## src/rtl/vram_arbiter.sv

```systemverilog
// rtl/vram_arbiter.sv - single-port VRAM arbiter sharing one RAM slot per cycle between video and CPU
module vram_arbiter #(
  parameter int AW      = 13,
  parameter int DW      = 8,
  parameter int MAXWAIT = 15
) (
  input  logic          clk,
  input  logic          reset,
  input  logic          vid_req,
  input  logic [AW-1:0] vga_addr,
  output logic [DW-1:0] vga_data,
  output logic          vid_miss,
  input  logic          cpu_req,
  input  logic          cpu_we,
  input  logic [AW-1:0] cpu_addr,
  input  logic [DW-1:0] cpu_wdata,
  output logic          cpu_busy,
  output logic          cpu_ack,
  output logic [DW-1:0] cpu_rdata,
  output logic [AW-1:0] mem_addr,
  output logic          mem_we,
  output logic [DW-1:0] mem_wdata,
  input  logic [DW-1:0] mem_rdata
);

  localparam int CW = $clog2(MAXWAIT + 1);

  typedef enum logic [1:0] {
    IDLE   = 2'd0,
    PEND   = 2'd1,
    RDWAIT = 2'd2
  } state_t;

  state_t          state;
  logic [CW-1:0]   wait_cnt;
  logic [AW-1:0]   pend_addr;
  logic            pend_we;
  logic [DW-1:0]   pend_wdata;
  logic            vid_slot_q;
  logic [DW-1:0]   vga_q;

  logic            issue;
  logic            issue_we;
  logic [AW-1:0]   issue_addr;
  logic [DW-1:0]   issue_wdata;
  logic            vid_slot;

  // The CPU wins the slot in IDLE only when video is quiet; in PEND it also
  // wins once it has waited MAXWAIT cycles, stealing the video slot.
  always_comb begin
    issue       = 1'b0;
    issue_we    = cpu_we;
    issue_addr  = cpu_addr;
    issue_wdata = cpu_wdata;
    case (state)
      IDLE: begin
        issue = cpu_req && !vid_req;
      end
      PEND: begin
        issue       = !vid_req || (wait_cnt == CW'(MAXWAIT));
        issue_we    = pend_we;
        issue_addr  = pend_addr;
        issue_wdata = pend_wdata;
      end
      default: begin
        issue = 1'b0;
      end
    endcase
    if (reset) begin
      issue = 1'b0;
    end
  end

  assign vid_slot  = vid_req && !issue && !reset;
  assign mem_addr  = issue ? issue_addr : vga_addr;
  assign mem_we    = issue && issue_we;
  assign mem_wdata = issue ? issue_wdata : '0;
  assign cpu_busy  = (state != IDLE) && !reset;

  // The RAM answers one cycle late, so the fresh word is forwarded directly
  // and the register only serves the cycles after that.
  assign vga_data  = vid_slot_q ? mem_rdata : vga_q;

  always_ff @(posedge clk) begin
    if (reset) begin
      state      <= IDLE;
      wait_cnt   <= '0;
      pend_addr  <= '0;
      pend_we    <= 1'b0;
      pend_wdata <= '0;
      cpu_ack    <= 1'b0;
      vid_miss   <= 1'b0;
      cpu_rdata  <= '0;
      vid_slot_q <= 1'b0;
      vga_q      <= '0;
    end else begin
      cpu_ack    <= 1'b0;
      vid_miss   <= issue && vid_req;
      vid_slot_q <= vid_slot;
      if (vid_slot_q) begin
        vga_q <= mem_rdata;
      end
      case (state)
        IDLE: begin
          if (cpu_req) begin
            if (!vid_req) begin
              if (cpu_we) begin
                cpu_ack <= 1'b1;
              end else begin
                state <= RDWAIT;
              end
            end else begin
              pend_addr  <= cpu_addr;
              pend_we    <= cpu_we;
              pend_wdata <= cpu_wdata;
              wait_cnt   <= CW'(1);
              state      <= PEND;
            end
          end
        end
        PEND: begin
          if (issue) begin
            wait_cnt <= '0;
            if (pend_we) begin
              cpu_ack <= 1'b1;
              state   <= IDLE;
            end else begin
              state <= RDWAIT;
            end
          end else if (wait_cnt != CW'(MAXWAIT)) begin
            wait_cnt <= wait_cnt + CW'(1);
          end
        end
        RDWAIT: begin
          cpu_rdata <= mem_rdata;
          cpu_ack   <= 1'b1;
          state     <= IDLE;
        end
        default: begin
          state <= IDLE;
        end
      endcase
    end
  end

endmodule

```

## config.mk

```make
export PLATFORM = sky130hd
export DESIGN_NAME = vram_arbiter
export DESIGN_NICKNAME = d
export VERILOG_FILES = /design/src/rtl/vram_arbiter.sv
export SDC_FILE = /design/constraint.sdc
export NUM_CORES = 1
export LEC_CHECK = 0
export BUFFER_PORTS_ARGS = -buffer_cell sky130_fd_sc_hd__buf_2
export CAP_MARGIN = 20
export CORE_UTILIZATION = 35
export DETAILED_ROUTE_END_ITERATION = 8
export SLEW_MARGIN = 20
export SYNTH_ARGS = -nofsm -noshare
export SYNTH_HDL_FRONTEND = slang
export SYNTH_SLANG_ARGS = --single-unit
```

## constraint.sdc

```tcl
create_clock -name clk -period 2 [get_ports clk]
set_input_delay 0.1 -clock clk [delete_from_list [all_inputs] [get_ports clk]]
set_output_delay 0.1 -clock clk [all_outputs]
set_load 0.02 [all_outputs]
```

; ---- Word level (Yosys, flattened, before mapping)
; Index checks and enable logic that the tools add are counted.
[word_totals]
memories = 0
word_cells = 61
output_inout_bits = 41
input_bits = 47
reg_bits = 47
romBits = 0
ram_bits = 0
latchBits = 0
[classes]
n_bitwise = 0
n_eq_ne = 9
order_cmp = 0
shifts = 0
n_addsub = 1
mul = 0
muxes = 25
n_div = 0
n_reduce_logical = 16
[ops]
columns = operator, count
row1 = $mux W13, 2
row2 = $mux W8, 3
row3 = $mux W4, 4
row4 = $mux W2, 5
row5 = $pmux W4 S2, 1
row6 = $mux W1, 7
row7 = $logic_and A1 B1 Y1, 6
row8 = $ne A2 B2 Y1 const B, 3
row9 = $ne A3 B3 Y1 const B, 2
row10 = $reduce_and A3 Y1, 2
row11 = $add A4 B1 Y4 const B, 1
row12 = $eq A4 B4 Y1 const B, 1
row13 = $ne A4 B4 Y1 const B, 1
row14 = $pmux W2 S2, 1
row15 = $reduce_and A4 Y1, 1
row16 = $reduce_bool A2 Y1, 2
row17 = $logic_not A1 Y1, 3
row18 = $pmux W1 S3, 1
row19 = $eq A2 B1 Y1 const B, 1
row20 = $eq A2 B2 Y1 const B, 1
row21 = $logic_not A2 Y1, 1
row22 = $pmux W1 S2, 1
row23 = $logic_or A1 B1 Y1, 1

; ---- Depth between registers and ports, before layout
[logic_depth]
ltp_word = 7
ltp_mapped = 6
depth_no_buf = 5

; ---- Worst setup path after synthesis
; No wires, ideal clock.
[synth_path]
path_kind = reg2out
from = reg wait_cnt[0]
to = out mem_wdata[0]
arrival_ps = 1478
path_buffers = 1
path_slack_ps = 422
stages_incl_launch_ff = 6
t_required_ps = 1900
path_cell_list = dfxtp_1 > ha_1 > and3_4 > o221ai_4 > buf_2 > a21oi_1
[synth_between]
elab_chain_cells = 5
[synth_rtl]
columns = item, line
row1 = from (decl), 35  ; logic [CW-1:0] wait_cnt;
row2 = from (signal assigned), 131  ; wait_cnt <= wait_cnt + CW'(1);
row3 = $eq A4 B4 Y1, 60  ; issue = !vid_req || (wait_cnt == CW'(MAXWAIT));
row4 = $logic_or A1 B1 Y1, 60
row5 = $pmux W1 S2, 55  ; case (state)
row6 = $mux W1, 69  ; if (reset) begin
row7 = $mux W8, 77  ; assign mem_wdata = issue ? issue_wdata : '0;
row8 = to (decl), 22  ; output logic [DW-1:0] mem_wdata,
; No other way between the ends.

; ---- Worst setup path after layout
[layout_path]
from = reg wait_cnt[0]
to = out mem_addr[12]
[layout_between]
elab_chain_cells = 5
[layout_rtl]
columns = item, line
row1 = $eq A4 B4 Y1, 60
row2 = $logic_or A1 B1 Y1, 60
row3 = $pmux W1 S2, 55
row4 = $mux W1, 69
row5 = $mux W13, 75  ; assign mem_addr = issue ? issue_addr : vga_addr;
row6 = to (decl), 20  ; output logic [AW-1:0] mem_addr,
; No other way between the ends.

==> metrics.txt <==
status=finished, final reports clean; total power=2.09 mW; worst endpoint data arrival time=1.84 ns; Slew HR=0.732; Worst path most repeated cell=buf_12; mux share of post-synthesis cell area=0.133; HPWL after DPL=3750 um; sequential-to-total area share from yosys stat=0.415; vias in the first global route=1798; routed wire length per instance=12.4 um; die height=82.5 um; die area=0.00680 mm2; Worst-Margin Slew=0.402 ns; CP startpoint kind=flop; synthesized net count=329; # DRC=0; # H-tree levels=2; Comb power frac=0.186; Final Setup Violations=0; Starting Density=0.372; largest family of logic cells by synthesized area=simple AND/OR/NAND/NOR gates; Clk pwr share=0.334; max incr delay on CP=0.37 ns; Reg2Reg Depth=5; DRT iter0 DRCs=48; total CTS buffers=5; Routed Antenna Nets=0; antenna cells=0; Synth Area in Compound Gates=0.150; endpoints failing hold=0; routed wire length=5490 um; All-Layer GR Usage=0.156; ys async rst share=0; I/O Buffers=87; Vias/cell=4.85; Crit Path Class=flop to output port; critical path cell sequence=ha_4, and3_4, o221ai_4, buf_12, buf_12, nand2_1, o21ai_1, buf_2; part of the cycle the worst path needs=0.971; DRT Pass-1 Iters=4; initial antenna violation count=0; Worst Skew=0.00549 ns; syn_area_per_cell=8.06 um2; #FFs+latches synth=47; setup TNS=0 ns; f_max=515 MHz; simple-gate area share of the yosys netlist=0.236; HP Class=primary input to flop; Crit-path slowest cell=dfxtp_4; maximum clock insertion buffer count=2; clock latency at the later pin of the worst-skew pair=0.30 ns; PD cells=693 mW/mm2; min cycle time layout=1.94 ns; dpl cells=430; worst slack, placed=0.346 ns; CTS Sinks=47; Final GP Congestion=0.834; Via Count=2152; Synth warnings=0; Post-Synth XOR/XNOR Area=0; GRT overflow=0; final non-filler cell total=444; Synth Instances=281; synthesized area=0.00227 mm2; first-pass GRT wire length=8160 um; Yosys cell types=32; number of max-cap violations=0; count of pins over their slew limit=0; die width=82.5 um; Flop pwr share=0.480; Post-CTS Hold Buffers=0; Post-synth EDFFs=0; area delta synth->final=33.0%; Adder-Cell Fraction of Synth Area=0.00552; crit end category=output port; clock slew at reported path FFs=0.09 ns; NumNets Final=416; io pins=88; total internal power=1.52 mW; Max IR drop VDD=0.000348 V; Root Driver=clkbuf_8; Hold Path Depth=3; critical path peak fanout=6; Top FF cell, synth=dfxtp_1; sw frac=0.271; CTS tree=done; filler cell count=630; leak pwr=1.43 nW; Worst EP required=1.90 ns; layout cells sized above 1=0.352; row count=28; Core Area=0.00610 mm2; net switching power of the design=566 uW; Setup WS post-layout=0.0587 ns; largest net degree at the start of global routing=26
synthesized netlist by cell type (2+ instances only):
cell,count,share of area
nand2_1,79,0.13
dfxtp_1,47,0.42
a21oi_1,38,0.084
mux2i_1,21,0.093
nor2_1,19,0.031
o21ai_1,10,0.022
nor2b_1,9,0.025
buf_2,8,0.018
mux2_2,8,0.040
buf_4,6,0.020
nand3_1,5,0.011
o21ai_0,4,0.0088
buf_1,3,0.0050
buf_6,3,0.015
nor3_1,3,0.0066
and3_1,2,0.0055
layout by cell type, fill, tap and decap left out, types with 8 or more instances in the layout:
master,instances
nand2_1,78
nor2b_1,9
o21ai_1,10
a21oi_1,38
buf_4,13
mux2_2,8
dfxtp_1,44
buf_2,81
nor2_1,19
mux2i_1,21
state kept, by name, indices dropped and copies added, names as in the netlist:
name,flops
pend_addr,13
cpu_ack,1
vid_slot_q,1
state,2
wait_cnt,4
vga_q,8
vid_miss,1
cpu_rdata,8
pend_we,1
pend_wdata,8
routing by layer:
layer | track usage | vias up | wire length, um
met5 | 0 | - | 0
met3 | 0.0363 | 8 | 321
met1 | 0.200 | 966 | 2540
li1 | - | 1113 | -
met2 | 0.257 | 65 | 2570
met4 | 0.0509 | 0 | 53
cells by family after synthesis:
group                      Yosys count
AOI/OAI and AO/OA                   59
adders and majority gates            1
buffers and inverters               22
DFF                                 47
muxes                               29
and+or+nand+nor                    123
final cells by class:
cell class,instances,area (um2),share of cell area
clock buffer,5,68.8,0.0228
clock inverter,3,43.8,0.0145
inverter,1,3.75,0.00125
multi-input combinational,212,1200,0.399
sequential,47,947,0.314
tap,75,93.8,0.0311
timing repair buffer,101,653,0.217
stage by stage:
step,util,hold WS (ns),area [um2]
floorplan,-,0.236,2270
global placement,0.448,0.351,2730
detailed placement,0.448,0.359,2730
CTS,0.467,0.0313,2850
global route,0.494,0.0414,3010
finish,0.494,0.0391,3010
power groups by stage:
stage / combinational, mW / clock [mW] / sequential [mW]
final: 0.389 / 0.696 / 1.00
after floorplan: 0.240 / 0 / 1.02
after detailed placement: 0.361 / 0 / 1.02
after global placement: 0.360 / 0 / 1.02
after CTS: 0.363 / 0.718 / 1.00
after global routing: 0.431 / 0.752 / 1.01
repair_timing:
item                                    in CTS  in global routing
endpoints found under the setup margin       0                 22
buffers inserted                             0                  3
endpoints found under the hold margin        0                  0
resized for setup                            0                 19
worst max-delay path: cells and delay by family, from the launching register on:
family	cells	cell delay, ns
AOI/OAI and AO/OA	2	0.31
buffers and inverters	3	0.46
DFF	1	0.37
and+or+nand+nor	2	0.24
adders and majority gates	1	0.17
worst paths after layout:
| kind | slack, ns | to | startpoint |
|---|---|---|---|
| max | 0.06 | mem_addr[12] | wait_cnt[0] |
| min | 0.04 | pend_addr[1] | cpu_addr[1] |
| max reg2reg | 0.46 | pend_addr[3] | state[1] |
| min reg2reg | 0.46 | pend_addr[9] | pend_addr[9] |
Power figures use the tool's default switching activity.
